==> config.mk <==
export PLATFORM = sky130hd
export DESIGN_NAME = lbdr_deroute
export DESIGN_NICKNAME = d
export VERILOG_FILES = /design/src/rtl/lbdr_deroute.sv
export SDC_FILE = /design/constraint.sdc
export NUM_CORES = 1
export LEC_CHECK = 0
export CAP_MARGIN = 25
export CELL_PAD_IN_SITES_DETAIL_PLACEMENT = 1
export CELL_PAD_IN_SITES_GLOBAL_PLACEMENT = 1
export CORE_ASPECT_RATIO = 1.4
export CORE_MARGIN = 1
export CORE_UTILIZATION = 34
export CTS_CLUSTER_DIAMETER = 80
export CTS_CLUSTER_SIZE = 8
export DETAILED_ROUTE_END_ITERATION = 6
export GPL_TIMING_DRIVEN = 0
export PLACE_DENSITY = 0.91
export SYNTH_ARGS = -nofsm -noshare
export SYNTH_HDL_FRONTEND = slang
export SYNTH_SLANG_ARGS = --single-unit
export TNS_END_PERCENT = 30
==> constraint.sdc <==
create_clock -name clk -period 2.1 [get_ports clk]
set_input_delay 0.21 -clock clk [delete_from_list [all_inputs] [get_ports clk]]
set_output_delay 0.21 -clock clk [all_outputs]
set_load 0.005 [all_outputs]
==> src/rtl/lbdr_deroute.sv <==
// LBDR route computation with a packet-hold FSM and optional deroute port.
// Optional feature: define LBDR_DEROUTE_EN to enable the deroute fallback.
module lbdr_deroute #(
    parameter int COORD_W = 2,
    parameter int FID_W   = 3
) (
    input  logic                 clk,
    input  logic                 rst,
    input  logic                 cfg_we,
    input  logic [7:0]           cfg_rxy,
    input  logic [3:0]           cfg_cx,
    input  logic [2*COORD_W-1:0] cfg_cur,
    input  logic [1:0]           cfg_dr,
    input  logic                 empty,
    input  logic [FID_W-1:0]     flit_id,
    input  logic [2*COORD_W-1:0] dst_addr,
    output logic [4:0]           port,
    output logic                 busy,
    output logic                 route_err
);
    localparam int AW = 2 * COORD_W;
    localparam logic [FID_W-1:0] HEADER = FID_W'(3'b001);
    localparam logic [FID_W-1:0] BODY   = FID_W'(3'b010);
    localparam logic [FID_W-1:0] TAIL   = FID_W'(3'b100);
`ifdef LBDR_DEROUTE_EN
    localparam bit DR_EN = 1'b1;
`else
    localparam bit DR_EN = 1'b0;
`endif

    typedef enum logic {IDLE, BUSY} state_t;

    state_t        state_q, state_d;
    logic [4:0]    port_q, port_d;
    logic          err_q, err_d;
    logic [7:0]    rxy_q;
    logic [3:0]    cx_q;
    logic [AW-1:0] cur_q;
    logic [1:0]    dr_q;

    logic [COORD_W-1:0] xc, yc, xd, yd;
    logic n1, s1, e1, w1;
    logic rne, rnw, ren, res, rwn, rws, rse, rsw;
    logic cn, ce, cw, cs;
    logic cand_n, cand_e, cand_w, cand_s, cand_l;
    logic dr_ok, grant_ok;
    logic [4:0] grant;
    logic is_hdr, is_body, is_tail, is_bad;

    assign xc = cur_q[COORD_W-1:0];
    assign yc = cur_q[AW-1:COORD_W];
    assign xd = dst_addr[COORD_W-1:0];
    assign yd = dst_addr[AW-1:COORD_W];

    assign n1 = yd < yc;
    assign s1 = yc < yd;
    assign e1 = xc < xd;
    assign w1 = xd < xc;

    assign {rsw, rse, rws, rwn, res, ren, rnw, rne} = rxy_q;
    assign {cs, cw, ce, cn} = cx_q;

    assign cand_n = (n1 & ~e1 & ~w1 | n1 & e1 & rne | n1 & w1 & rnw) & cn;
    assign cand_e = (e1 & ~n1 & ~s1 | e1 & n1 & ren | e1 & s1 & res) & ce;
    assign cand_w = (w1 & ~n1 & ~s1 | w1 & n1 & rwn | w1 & s1 & rws) & cw;
    assign cand_s = (s1 & ~e1 & ~w1 | s1 & e1 & rse | s1 & w1 & rsw) & cs;
    assign cand_l = ~n1 & ~e1 & ~w1 & ~s1;

    // dr code doubles as both the C-bit index and the grant bit index
    assign dr_ok = DR_EN & cx_q[dr_q];

    always_comb begin
        grant    = '0;
        grant_ok = 1'b1;
        if (cand_l)      grant = 5'b10000;
        else if (cand_n) grant = 5'b00001;
        else if (cand_e) grant = 5'b00010;
        else if (cand_w) grant = 5'b00100;
        else if (cand_s) grant = 5'b01000;
        else if (dr_ok)  grant = 5'b00001 << dr_q;
        else             grant_ok = 1'b0;
    end

    assign is_hdr  = !empty && (flit_id == HEADER);
    assign is_body = !empty && (flit_id == BODY);
    assign is_tail = !empty && (flit_id == TAIL);
    assign is_bad  = !empty && !(is_hdr || is_body || is_tail);

    always_comb begin
        state_d = state_q;
        port_d  = port_q;
        err_d   = 1'b0;
        case (state_q)
            IDLE: begin
                if (is_hdr) begin
                    if (grant_ok) begin
                        port_d  = grant;
                        state_d = BUSY;
                    end else begin
                        err_d = 1'b1;
                    end
                end else if (is_body || is_tail || is_bad) begin
                    err_d = 1'b1;
                end
            end
            BUSY: begin
                if (is_hdr) begin
                    err_d = 1'b1;
                    if (grant_ok) begin
                        port_d = grant;
                    end else begin
                        port_d  = '0;
                        state_d = IDLE;
                    end
                end else if (is_tail) begin
                    port_d  = '0;
                    state_d = IDLE;
                end else if (is_bad) begin
                    err_d = 1'b1;
                end
            end
            default: begin
                port_d  = '0;
                state_d = IDLE;
            end
        endcase
    end

    always_ff @(posedge clk) begin
        if (rst) begin
            state_q <= IDLE;
            port_q  <= '0;
            err_q   <= 1'b0;
        end else begin
            state_q <= state_d;
            port_q  <= port_d;
            err_q   <= err_d;
        end
    end

    always_ff @(posedge clk) begin
        if (rst) begin
            rxy_q <= 8'd60;
            cx_q  <= 4'hF;
            cur_q <= {COORD_W'(1), COORD_W'(1)};
            dr_q  <= 2'b00;
        end else if (cfg_we) begin
            rxy_q <= cfg_rxy;
            cx_q  <= cfg_cx;
            cur_q <= cfg_cur;
            dr_q  <= cfg_dr;
        end
    end

    assign port      = port_q;
    assign busy      = (state_q == BUSY);
    assign route_err = err_q;
endmodule
# Yosys cells after proc, flatten, opt, wreduce, memory -nomap -nowiden
# Index checks and enable logic that the tools add are counted.
[op_classes]
n_lt_le_gt_ge = 4
eq_ne = 6
mux = 28
bitwise_logic = 40
n_reduce_logical = 11
[op_table]
columns = ["op", "count"]
rows = [
  ["$mux W5", 6],
  ["$and A1 B1 Y1", 27],
  ["$mux W4", 4],
  ["$mux W1", 15],
  ["$pmux W5 S2", 1],
  ["$lt A2 B2 Y1", 4],
  ["$or A1 B1 Y1", 8],
  ["$not A1 Y1", 5],
  ["$logic_and A1 B1 Y1", 4],
  ["$logic_or A1 B1 Y1", 4],
  ["$ne A2 B2 Y1 const B", 2],
  ["$pmux W1 S2", 2],
  ["$eq A3 B1 Y1 const B", 1],
  ["$eq A3 B2 Y1 const B", 1],
  ["$eq A3 B3 Y1 const B", 1],
  ["$ne A3 B1 Y1 const B", 1],
  ["$reduce_and A3 Y1", 1],
  ["$logic_not A1 Y1", 2],
]
[totals]
reg_bits = 23
input_bits = 29
output_inout_bits = 7
word_cells = 95

# Logic depth before layout (Yosys ltp)
# Gate-level depths: netlist (run 1).
[depth]
depth_word = 15
depth_mapped = 8
mapped_depth_nobuf = 8

# Worst setup path before layout (run 1)
# Ideal clock, no wire load.
[synth_timing]
path_kind = "register to register"
start = "register cur_q[1]"
end = "register err_q, in the netlist route_err"
setup_ps = 125
arrival_time_ps = 1792
t_required_ps = 1975
slack_ps = 183
path_stages_with_launch = 8
path_buffers = 0
synth_period_minus_slack_ps = 1917
path_cell_list = "dfxtp_1 inv_1 ha_1 nor2b_4 or2_4 a2111oi_4 nor3_1 o41a_1"
[synth_via]
elab_chain_cells = 15
word_cells_on_any_way = 47
classes_between = "order compare: 2; mux: 8; bitwise: 37"
[synth_rtl]
columns = ["item", "line_no", "source"]
rows = [
  ["start: declaration", "38", "logic [AW-1:0] cur_q;"],
  ["start signal: assignment", "145", "cur_q <= {COORD_W'(1), COORD_W'(1)};"],
  ["start signal: assignment", "150", "cur_q <= cfg_cur;"],
  ["$lt A2 B2 Y1", "57", "assign e1 = xc < xd;"],
  ["$not A1 Y1", "63, 66, 67", ""],
  ["$and A1 B1 Y1 (2 in a row)", "66", "assign cand_s = (s1 & ~e1 & ~w1 | s1 & e1 & rse | s1 & w1 & rsw) & cs;"],
  ["$or A1 B1 Y1 (2 in a row)", "66", ""],
  ["$and A1 B1 Y1", "66", ""],
  ["$mux W1", "79", "else if (cand_s) grant = 5'b01000;"],
  ["$mux W1", "78", "else if (cand_w) grant = 5'b00100;"],
  ["$mux W1", "77", "else if (cand_e) grant = 5'b00010;"],
  ["$mux W1", "76", "else if (cand_n) grant = 5'b00001;"],
  ["$mux W1 (*)", "75", "if (cand_l) grant = 5'b10000;"],
  ["$mux W1 (*)", "96", "if (grant_ok) begin"],
  ["$mux W1 (*)", "95", "if (is_hdr) begin"],
  ["$pmux W1 S2 (*)", "93", "case (state_q)"],
  ["end signal: assignment", "137", "err_q <= err_d;"],
  ["end: declaration", "35", "logic err_q, err_d;"],
]
# Every way passes the cells marked *; elsewhere a longest branch is shown, timed or not.
# A chain may end at the register's enable or synchronous reset.

# Worst setup path in the final report (run 1)
[layout_timing]
start = "input port dst_addr[3]"
end = "register port_q[3], in the netlist port[3]"
[layout_via]
elab_chain_cells = 14
word_cells_on_any_way = 56
classes_between = "order compare: 2; eq/ne: 1; mux: 15; bitwise: 37; reduce/logical: 1"
[layout_rtl]
columns = ["item", "line_no", "source"]
rows = [
  ["start: declaration", "16", "input logic [2*COORD_W-1:0] dst_addr,"],
  ["$lt A2 B2 Y1, on equally long branches", "56, 55", ""],
  ["$and A1 B1 Y1, or another cell as far along", "66", ""],
  ["$and A1 B1 Y1, on equally long branches", "66, 65", ""],
  ["$or A1 B1 Y1 / $and A1 B1 Y1 (equally long branches)", "66, 65", ""],
  ["$or A1 B1 Y1, on equally long branches", "66, 65", ""],
  ["$and A1 B1 Y1 / $or A1 B1 Y1 (equally long branches)", "66, 65", ""],
  ["$mux W4, or another cell as far along", "79", ""],
  ["$mux W4 / $mux W1 (equally long branches)", "78", ""],
  ["$mux W4 / $mux W1 (equally long branches)", "77", ""],
  ["$mux W4 / $mux W1 (equally long branches)", "76", ""],
  ["$mux W5 / $mux W1 (equally long branches)", "75", ""],
  ["$mux W5, on equally long branches", "109, 96", ""],
  ["$mux W5, on equally long branches", "107, 95", ""],
  ["$pmux W5 S2", "93", ""],
  ["end signal: assignment", "136", "port_q <= port_d;"],
  ["end: declaration", "34", "logic [4:0] port_q, port_d;"],
]
# Parallel ways exist; a longest one is shown, timed or not. The select of a mux whose other input is x is not followed.

==> results.yml, run 1 <==
status:
  status: "finished, violations left"
  violations: "setup timing"
synthesis:
  ys_seq_area_share_pct: 39.8
  ys.flop_type: "dfxtp_1"
  yosysTopAreaCell: "dfxtp_1"
  synth_edf_count: 0
  syn_inst: 122
  synth_area_um2: 1160
  ys_ff_latch: 23
  netlist.area_leader.share_pct: 39.8
  syn_avg_cell_area_um2: 9.48
  synthesis.nets: 155
  yosysUniqueCellTypes: 39
  synth_warnings: 0
  synth-async-reset-ratio_pct: 0
  synthTopCellsByArea: "dfxtp_1 40%, mux2i_1 12%, nand2_1 4.5%"
final_layout:
  fill_cells: 394
  area_growth_pct: 42.2
  drive_above_1_share_pct: 16.9
  nets: 194
  design_area_um2: 1640
  n_antenna_cell: 0
  final_util_pct: 51.7
  final_cells: 199
sta:
  maxSlewHeadroom_pct: 61.2
  worstMarginPinSlew_ns: 0.582
  setup-violations-final: 1
  fin_ws_ns: -0.00273
  hold_viol_final: 0
  layout_min_cycle_time_ns: 2.10
  fin_crit_sh_pct: 100
  drv_slew: 0
  skew_ns: 0.00757
  rsz0062_at_grt: "true"
  fmax_ghz: 0.476
hold_path:
  holdPathEnd: "cur_q[0]"
  hold_start: "cfg_we"
  hold_class: "in -> reg"
  holdPathStages: 3
placed_design:
  dpl.cell_count: 193
  place_area_um2: 1530
  hpwl_um: 2300
  gp_congestion: 0.864
  portBuffers: 32
routing:
  first_iter_violations: 8
  drtAntennaViolNets: 0
  vias: 1072
  dr.pass1.iters: 4
  drt-total-wl_um: 3170
  viasPerCell: 5.39
  drc: 0
  wl_per_cell_um: 15.9
global_routing:
  grt_pass1_wl_um: 5200
  grt_pass1_vias: 1145
  track_usage_pct: 18.7
  grt_max_degree: 15
  grt_overflow_total: 0
  antenna_found_initial: 0
worst_setup_path:
  cp_max_fo: 4
  rr_startpoint: "cur_q[1]"
  r2r-end: "route_err"
  startpoint_type: "input pin"
  critical_path_arrival_ns: 2.31
  rrSetupSlack_ns: -0.003
  crit_required_ns: 2.31
  reg2reg_depth: 7
  path_class: "in -> reg"
  crit_path_end_kind: "register"
power_and_ir_drop:
  power_density_nw_per_um2: 609
  p_leak_nw: 0.651
  finalPower_mw: 1.00
  peakVddDrop_v: 0.000439
clocking:
  clock_latency_ns: 0.27
  cts_tree: "built"
  cts.sinks: 23
  clock_path_buffers: 2
  clk_pin_slew_worst_paths_ns: 0.09
  cts_made_buffers: 3
  cts-root-buf: "clkbuf_8"
  htree_levels: 1
floorplan:
  die_w_um: 51.3
  die_y_um: 71.0
  coreArea_um2: 3180
  rows: 24
  start_util_pct: 36.3
  die_area_um2: 3640
  pin_count: 36
run:
  drv_cap: 0
repair_timing:
item,in CTS,in global routing
gates cloned,0,0
hold buffers,0,0
resized for setup,5,3
endpoints found under the hold margin,0,0
buffers inserted,1,1
pin swaps,3,3
setup endpoints to repair,7,7
flip-flops by register name (all words and copies together) (netlist names):
| signal | cells |
|---|---|
| route_err | 1 |
| cur_q | 4 |
| rxy_q | 8 |
| cx_q | 4 |
| port | 5 |
| busy | 1 |
cells in the mapped netlist (2+ instances only):
library cell / number
or3_1: 2
nor3_1: 3
nor2_1: 8
o211ai_1: 2
inv_1: 6
o21ai_1: 3
nand2b_1: 3
nor2b_4: 2
mux2i_1: 14
nand2_1: 14
nor4_1: 2
clkbuf_1: 2
a21oi_1: 4
ha_1: 4
o2111ai_1: 3
dfxtp_1: 23
nand3_1: 5
cell families (layout without fill, tap and decap cells):
| group | count (synthesis) | count (layout) | synth area share, % |
|---|---|---|---|
| and+or+nand+nor | 45 | 45 | 21.6 |
| AOI/OAI and AO/OA | 24 | 24 | 17.6 |
| DFF | 23 | 23 | 39.8 |
| muxes | 14 | 14 | 12.1 |
| buffers and inverters | 11 | 49 | 3.68 |
| adders and majority gates | 4 | 4 | 4.33 |
| xor gates and xnor gates | 1 | 1 | 0.758 |
layout make-up:
type | count | area, µm² | share of cell area (%)
buffer | 4 | 16.3 | 0.989
clock buffer | 3 | 41.3 | 2.51
clock inverter | 1 | 7.51 | 0.457
inverter | 7 | 26.3 | 1.60
multi-input combinational | 88 | 706 | 42.9
sequential | 23 | 460 | 28.0
tap | 39 | 48.8 | 2.97
timing repair buffer | 34 | 338 | 20.5
worst max-delay path, stage by stage:
cell             delay, ns
clkdlybuf4s50_1       0.45
inv_1                 0.06
ha_4                  0.24
nor2b_4               0.14
o311a_1               0.30
o21ai_2               0.08
a21oi_2               0.11
or4_4                 0.54
o22ai_2               0.17
where the power goes:
| group | total (mW) | switching (mW) | internal, mW |
|---|---|---|---|
| sequential | 0.471 | 0.0135 | 0.458 |
| clock | 0.286 | 0.152 | 0.134 |
| combinational | 0.244 | 0.118 | 0.126 |
cell usage in the layout (no fill, tap or decap), types with 3 or more instances in the layout:
master           instances
nor2_1                   8
nand2_1                 14
dfxtp_1                 23
a21oi_1                  4
clkdlybuf4s50_1         31
nand2b_1                 3
clkbuf_8                 3
nand3_1                  5
nor3_1                   3
inv_1                    6
mux2i_1                 14
worst max path at each step:
stage                      startpoint         to  depth (start not counted)
final                     dst_addr[3]    port[3]                          9
after floorplan              cur_q[1]  route_err                          7
after detailed placement  dst_addr[3]    port[2]                          9
after global routing         cur_q[1]  route_err                          7
after CTS                    cur_q[1]  route_err                          7
after global placement    dst_addr[3]    port[3]                          9
through the flow:
stage	hold slack (ns)	worst slack (ns)	setup TNS, ns
floorplan	0.338	0.183	0
global placement	0.454	-0.267	-1.78
detailed placement	0.468	-0.318	-2.05
CTS	0.363	-0.0299	-0.0566
global route	0.362	-0.0638	-0.159
finish	0.361	-0.00273	-0.00273
per-layer routing:
layer / GRT usage (%) / vias to the layer above / share of wire, %
li1: - / 522 / -
met1: 21.1 / 523 / 39
met2: 35.7 / 22 / 58
met3: 1.94 / 5 / 2.8
met4: 5.11 / 0 / 0.82
met5: 0 / - / 0
No activity file was read; power rests on OpenSTA's default activity.
==> run 2, diff against run 1 <==
Settings changed: ABC_AREA from default to 1, CORE_UTILIZATION 34 to 33, SKIP_CTS_REPAIR_TIMING from default to 1.
==> run 2 against run 1 <==
Net effect: the run now ends clean; critical path type unchanged; clock power down 4%; core utilization is 5.6 points lower; synthesized cell count up 48%; fmax is 7.8% higher; largest cell class unchanged; power grew 4.0%; synthesized area rose by 9.1%; global-route usage is 1.2 points lower.
==> results.yml, run 2 <==
routing:
  dr.pass1.iters: 4
  vias: 1264
  wl_per_cell_um: 12.0
  drt-total-wl_um: 3100
  drc: 0
  viasPerCell: 4.90
  drtAntennaViolNets: 0
  first_iter_violations: 16
synthesis:
  synthTopCellsByArea: "dfxtp_1 37%, nand2_1 13%, inv_1 9.2%"
  synth_area_um2: 1260
  yosysUniqueCellTypes: 21
  synth_warnings: 0
  netlist.area_leader.share_pct: 36.5
  ys_top_cells_by_count: "43 x nand2_1, 31 x inv_1, 23 x dfxtp_1"
  syn_inst: 180
  synthesis.nets: 213
  synth_edf_count: 0
  syn_avg_cell_area_um2: 7.01
  yosysMostFrequentCell: "nand2_1"
  ys_ff_latch: 23
  synth-async-reset-ratio_pct: 0
  ys_seq_area_share_pct: 36.5
  ys.flop_type: "dfxtp_1"
  yosysTopAreaCell: "dfxtp_1"
placed_design:
  gp_congestion: 0.760
  portBuffers: 32
  place_area_um2: 1630
  hpwl_um: 2480
  dpl.cell_count: 254
global_routing:
  grt_max_degree: 13
  track_usage_pct: 17.4
  grt_pass1_vias: 1194
  antenna_found_initial: 0
  grt_overflow_total: 0
  grt_pass1_wl_um: 5170
run:
  drv_cap: 0
worst_setup_path:
  rrSetupSlack_ns: 0.24
  critical_path_arrival_ns: 2.15
  crit_path_end_kind: "register"
  cp_max_fo: 6
  crit_required_ns: 2.30
  reg2reg_depth: 14
  crit_end: "port[3]"
  path_class: "in -> reg"
  r2r-end: "port[3]"
  rr_startpoint: "cur_q[1]"
  startpoint_type: "input pin"
  critical_path.startpoint: "dst_addr[3]"
clocking:
  cts_made_buffers: 3
  cts_tree: "built"
  cts.sinks: 23
  htree_levels: 1
  clk_pin_slew_worst_paths_ns: 0.08
  clock_path_buffers: 2
  cts-root-buf: "clkbuf_8"
  clock_latency_ns: 0.26
power_and_ir_drop:
  power_density_nw_per_um2: 620
  finalPower_mw: 1.04
  p_leak_nw: 0.768
  peakVddDrop_v: 0.000391
final_layout:
  fill_cells: 480
  design_area_um2: 1680
  n_antenna_cell: 0
  nets: 250
  area_growth_pct: 33.1
  drive_above_1_share_pct: 8.33
  layout_commonest_cell: "nand2_1"
  largest_reg_flops: 8
  final_cells: 258
  most-common-layout-cells: "43 x nand2_1, 32 x clkdlybuf4s50_1, 31 x inv_1, 23 x dfxtp_1, 14 x nand3_1"
  regMostFlops: "rxy_q"
floorplan:
  rows: 26
  die_w_um: 54.3
  die_area_um2: 4080
  coreArea_um2: 3640
  die_y_um: 75.1
  start_util_pct: 34.6
  pin_count: 36
sta:
  worstMarginPinSlew_ns: 0.474
  setup-violations-final: 0
  layout_min_cycle_time_ns: 1.95
  setup-tns-final_ns: 0
  fin_crit_sh_pct: 92.9
  hold_viol_final: 0
  maxSlewHeadroom_pct: 68.4
  rsz0062_at_grt: "false"
  drv_slew: 0
  skew_ns: 0.00224
  fin_hold_ws_ns: 0.443
  fmax_ghz: 0.512
hold_path:
  hold_class: "in -> reg"
status:
  status: "finished clean"
-- run 2: changes by cell type after synthesis, sizes merged, moves of 5 or more --
cell / delta
mux2i: -14
nor2: +7
nand3: +11
nand4: +11
a21oi: +7
o21ai: +5
inv: +24
nand2: +36
-- run 2: how the worst min path moves through the flow --
stage | from | endpoint | slack, ns | cells after the start
finish | cfg_we | rxy_q[3] | 0.44 | 3
global route | cx_q[0] | cx_q[0] | 0.48 | 2
CTS | cfg_we | rxy_q[7] | 0.45 | 3
floorplan | rst | busy | 0.28 | 1
global placement | rxy_q[5] | rxy_q[5] | 0.44 | 2
detailed placement | cx_q[0] | cx_q[0] | 0.45 | 2
-- run 2: area by class of cell --
class | instances | area (µm²) | area share (%)
flip-flops and latches | 23 | 460 | 27.4
plain buffers | 4 | 15.0 | 0.894
repair buffers | 32 | 320 | 19.1
inverters | 31 | 116 | 6.93
multi-input cells | 122 | 669 | 39.9
well taps | 42 | 52.6 | 3.13
clock buffers | 4 | 45.0 | 2.68
-- run 2: critical path, cell delays in order --
cell,delay (ns)
clkdlybuf4s50_1,0.46
inv_1,0.04
ha_1,0.34
nand2_1,0.14
nand2_1,0.06
nor2_1,0.21
nand2_2,0.11
nand2_2,0.09
nor2_4,0.04
nand4_4,0.10
nand3_4,0.10
nand2_1,0.09
inv_1,0.04
nor2_1,0.10
-- run 2: cells by family after synthesis --
kind of cell               share of synthesized area, %
AOI/OAI and AO/OA                                  12.3
DFF                                                36.5
and+or+nand+nor                                    36.8
adders and majority gates                          3.97
buffers and inverters                              10.4
-- run 2: per-stage QoR --
stage	util (%)	worst slack, ns
final	46.1	0.149
after floorplan	-	0.485
after detailed placement	44.8	-0.0991
after CTS	46.1	0.139
after global routing	46.1	0.0175
after global placement	44.8	-0.0363
-- run 2: routing by layer --
| layer | vias up | GRT usage (%) | part of all wire [%] |
|---|---|---|---|
| li1 | 654 | - | - |
| met1 | 577 | 18.0 | 37 |
| met2 | 27 | 33.3 | 58 |
| met3 | 6 | 2.42 | 2.6 |
| met4 | 0 | 7.41 | 1.9 |
| met5 | - | 0 | 0 |
-- run 2: power by group --
group / switching, mW / total, mW / internal [mW]
Combinational: 0.160 / 0.288 / 0.129
Clock: 0.138 / 0.274 / 0.135
Sequential: 0.0142 / 0.480 / 0.465
Total: 0.312 / 1.04 / 0.730
==> run 3, diff against run 2 <==
Settings changed: CORE_UTILIZATION 33 to 34, CTS_BUF_LIST from default to sky130_fd_sc_hd__clkbuf_4 sky130_fd_sc_hd__clkbuf_8, PLACE_DENSITY 0.91 to 0.93.
==> run 3 against run 2 <==
Net effect: fmax barely moved; setup slack improved by 0.0015 ns; critical path depth unchanged; wire length rose by 8.4%; sequential share of layout area is essentially flat; clock skew is 0.0038 ns higher; die area decreased by 2.8%; via count increased by 1.8%; non-clock buffer count unchanged; combinational power rose by 2%; first-iteration DRC count stayed put; clock power rose by 2%; highest routed layer unchanged.
==> results.yml, run 3 (synthesized netlist as in run 2, its figures left out) <==
status:
  status: "finished clean"
worst_setup_path:
  path_class: "in -> reg"
  reg2reg_depth: 11
  startpoint_type: "input pin"
  cp_max_fo: 6
  critical_path_arrival_ns: 2.15
  crit_required_ns: 2.30
  crit_path_end_kind: "register"
sta:
  setup-violations-final: 0
  worstMarginPinSlew_ns: 0.472
  skew_ns: 0.00609
  layout_min_cycle_time_ns: 1.95
  fmax_ghz: 0.513
  fin_hold_ws_ns: 0.431
  drv_slew: 0
  fin_crit_sh_pct: 92.9
  hold_viol_final: 0
  setup-tns-final_ns: 0
  rsz0062_at_grt: "false"
  maxSlewHeadroom_pct: 68.5
final_layout:
  most-common-layout-cells: "43 x nand2_1, 32 x clkdlybuf4s50_1, 31 x inv_1, 23 x dfxtp_1, 14 x nand3_1"
  design_area_um2: 1680
  largest_reg_flops: 8
  multi_input_area_um2: 669
  layout_commonest_cell: "nand2_1"
  fill_cells: 471
  seqCellArea_um2: 460
  nets: 250
  area_growth_pct: 33.0
  drive_above_1_share_pct: 8.80
  regMostFlops: "rxy_q"
  final_util_pct: 48.3
  n_antenna_cell: 0
clocking:
  cts.sinks: 23
  htree_levels: 1
  cts_tree: "built"
  clock_latency_ns: 0.27
  cts_made_buffers: 3
  clk_pin_slew_worst_paths_ns: 0.09
  clock_path_buffers: 2
  cts-root-buf: "clkbuf_8"
routing:
  dr.pass1.iters: 4
  viasPerCell: 5.03
  drtAntennaViolNets: 0
  drc: 0
  first_iter_violations: 16
  wl_per_cell_um: 13.1
  drt-total-wl_um: 3360
  vias: 1287
floorplan:
  coreArea_um2: 3470
  die_w_um: 53.5
  pin_count: 36
  die_y_um: 74.1
  die_area_um2: 3960
  rows: 25
  start_util_pct: 36.3
global_routing:
  antenna_found_initial: 0
  grt_max_degree: 14
  track_usage_pct: 18.7
  grt_overflow_total: 0
  grt_pass1_wl_um: 5500
  grt_pass1_vias: 1303
power_and_ir_drop:
  p_leak_nw: 0.771
  peakVddDrop_v: 0.000336
  power_density_nw_per_um2: 627
placed_design:
  portBuffers: 32
  gp_congestion: 0.754
  hpwl_um: 2700
  place_area_um2: 1630
run:
  drv_cap: 0
hold_path:
  holdPathStages: 3
  hold_class: "in -> reg"
run 3: layout make-up:
| class | instances | area share [%] |
|---|---|---|
| Buffer | 4 | 0.895 |
| Clock inverter | 1 | 0.298 |
| Clock buffer | 3 | 2.46 |
| Tap cell | 40 | 2.98 |
| Inverter | 31 | 6.94 |
| Sequential cell | 23 | 27.4 |
| Multi-Input combinational cell | 122 | 39.9 |
| Timing Repair Buffer | 32 | 19.1 |
run 3: final timing paths:
path	start	slack, ns	end
worst max-delay path	dst_addr[3]	0.15	port[3]
worst min-delay path	cfg_we	0.43	rxy_q[1]
worst max register to register	cur_q[1]	0.23	port[3]
worst min register to register	rxy_q[0]	0.47	rxy_q[0]
run 3: stage by stage:
step / cells / total power [mW] / setup slack (ns)
floorplan: 180 / 0.669 / 0.485
global placement: 252 / 0.767 / -0.0300
detailed placement: 252 / 0.781 / -0.0949
CTS: 256 / 1.06 / 0.123
global route: 256 / 1.11 / 0.0228
finish: 256 / 1.05 / 0.150
run 3: worst max-delay path: stages:
cell             delay [ns]
clkdlybuf4s50_1        0.46
inv_1                  0.05
ha_1                   0.34
nand2_1                0.15
nand2_2                0.11
nand2_1                0.09
nand2_1                0.06
nor2_2                 0.19
nor2_4                 0.07
nand4_4                0.10
nand3_4                0.10
nand2_1                0.08
inv_1                  0.04
nor2_1                 0.10
run 3: power by group:
| part | internal (mW) | total [mW] | switching [mW] |
|---|---|---|---|
| Combinational | 0.129 | 0.293 | 0.164 |
| Clock | 0.133 | 0.280 | 0.147 |
| Sequential | 0.466 | 0.480 | 0.0141 |
| Total | 0.727 | 1.05 | 0.325 |
run 3: routing by layer:
layer	part of all wire, %	track usage (%)	vias up
met3	1.6	1.84	5
met2	59	38.6	18
met4	1.1	4.68	0
met5	0	0	-
li1	-	-	652
met1	38	18.7	612
==> RTL change: new RTL, config.mk and constraints of run 3 <==
`FID_W`: 3 -> 6.
--- a/src/rtl/lbdr_deroute.sv
+++ b/src/rtl/lbdr_deroute.sv
@@ -4,3 +4,3 @@
     parameter int COORD_W = 2,
-    parameter int FID_W   = 3
+    parameter int FID_W   = 6
 ) (
Interface: changed (resized flit_id); port bits go from 36 to 39. The function was not compared with the original's and may differ.
==> RTL change against run 3 <==
- routed wire length down 8.4%
- non-clock buffer count increased by 4
- synthesized cell count is 6.1% lower
- power decreased by 6.3%
- design area down 2.2%
- clock skew is 5.0 ps lower
- sequential cell count unchanged
- worst setup slack gained 85 ps
- synthesized area is 5.4% lower
- die area decreased by 5.2%
- critical path type unchanged
- largest power group unchanged
==> RTL change: results <==
export IMPL_status="completed"
export IMPL_yosys_cell_types_count=20
export IMPL_firstDrtPassIters=4
export IMPL_globalplace_congestion=0.7764
export IMPL_yosysMostFrequentCell="nand2_1"
export IMPL_slowest_delay_ps=450
export IMPL_worstSkewPairLatency_ps=260
export IMPL_antenna_found_initial=0
export IMPL_cts_htree_levels=1
export IMPL_worst_path_max_fanout=7
export IMPL_top_register="rxy_q"
export IMPL_grt_util_met2_pct=35.61
export IMPL_holdPathStages=3
export IMPL_diodes=0
export IMPL_vias_per_cell=4.871
export IMPL_grt_max_degree=14
export IMPL_fin_nets=245
export IMPL_drtIter0Drc=18
export IMPL_fillers=446
export IMPL_drive_gt1_share_pct=10.10
export IMPL_grt_usage_pct=18.70
export IMPL_hold_path_class="input port to register"
export IMPL_r2r_slack_ps=270
export IMPL_p_leak_nw=0.7303
export IMPL_grt_use_met3_pct=1.887
export IMPL_synth_compound_area_share_pct=14.05
export IMPL_syn_area_per_cell_um2=7.063
export IMPL_dpl_cell_count=244
export IMPL_reg2reg_to="route_err$_SDFF_PP0_"
export IMPL_r2r_start="cur_q[1]$_SDFFE_PP0P_"
export IMPL_max_slew_margin_pct=68.49
export IMPL_numPortBuffers=35
export IMPL_placedInstanceArea_um2=1594
export IMPL_hp_start="cfg_we"
export IMPL_synth_top_cells_by_count="nand2_1 (32), dfxtp_1 (23), nand3_1 (23)"
export IMPL_async_flop_share_pct=0
export IMPL_cts_buffers=3
export IMPL_synth_mux_area_share_pct=0
export IMPL_path_clk_slew_ps=80
export IMPL_grt_first_pass_wirelength_mm=5.237
export IMPL_dp_slack_ps=-55.25
export IMPL_grt_pass1_vias=1272
export IMPL_cts_path_max_buffers=2
export IMPL_synth_xor_area_share_pct=0
export IMPL_hpwl_mm=2.468
export IMPL_fin_hold_ws_ps=410.7
export IMPL_cpLargestDelayFamily="simple AND/OR/NAND/NOR gates"
export IMPL_synthAdderAreaFrac_pct=4.193
export IMPL_whs_endpoint="rxy_q[4]$_SDFFE_PP1P_"
export IMPL_synth_area_top_cells="dfxtp_1 (39%), nand2_1 (10%), nand3_1 (9.6%), inv_1 (6.3%), a21oi_1 (5.9%)"
export IMPL_max_vdd_ir_drop_mv=0.3464
export IMPL_finalClockSkew_ps=1.143
export IMPL_synth_seq_area_share_pct=38.57
export IMPL_instances_no_fill=248
export IMPL_synth_fp_nets=205
export IMPL_wl_per_cell_um=12.42
export IMPL_r2r_cells=12
export IMPL_grt_met1_usage_pct=18.83
-- RTL change: cell count changes after synthesis, moves of 2 or more --
cell / delta
a21oi_1: +3
inv_1: -11
nand2_1: -11
nand3_1: +9
nand4_1: -6
nor2_2: +2
-- RTL change: power breakdown --
| group | internal, W | switching [W] |
|---|---|---|
| clock network | 0.000133 | 0.000148 |
| logic | 0.000106 | 0.000131 |
| registers | 0.000459 | 0.00000990 |
-- RTL change: worst max path at each step --
stage,from,end,slack (ps),depth (start not counted)
5_1_grt,dst_addr[3],port[1]$_SDFFE_PP0P_,50,13
3_3_place_gp,dst_addr[3],port[1]$_SDFFE_PP0P_,20,13
3_5_place_dp,dst_addr[3],port[1]$_SDFFE_PP0P_,-60,13
2_1_floorplan,cur_q[1]$_SDFFE_PP0P_,port[1]$_SDFFE_PP0P_,550,12
4_1_cts,dst_addr[3],port[1]$_SDFFE_PP0P_,210,13
6_report,dst_addr[3],port[1]$_SDFFE_PP0P_,240,13
-- RTL change: routing by layer --
metal,vias up,share of wire [%]
li1,626,-
met1,548,39
met2,26,55
met3,8,2.3
met4,0,3.2
met5,-,0
-- RTL change: area by class of cell --
class                      instances  area [µm²]  area share [%]
clock inverter                     1       5.005          0.3051
multi-input combinational        120       635.6           38.75
clock buffer                       3       41.29           2.517
timing repair buffer              35       350.3           21.36
buffer                             5       18.77           1.144
sequential                        23       460.4           28.07
inverter                          21       78.83           4.806
tap                               40       50.05           3.051
-- RTL change: worst register-to-register path, cell delays in order (launching register included) --
cell,delay [ps]
dfxtp_1,320
inv_1,50
ha_1,300
a21oi_1,300
nand3_1,140
nand2_1,120
nand2_1,80
nand2_2,90
nor2_1,60
o21ai_1,120
nand2_1,70
nand2_1,60
inv_1,40
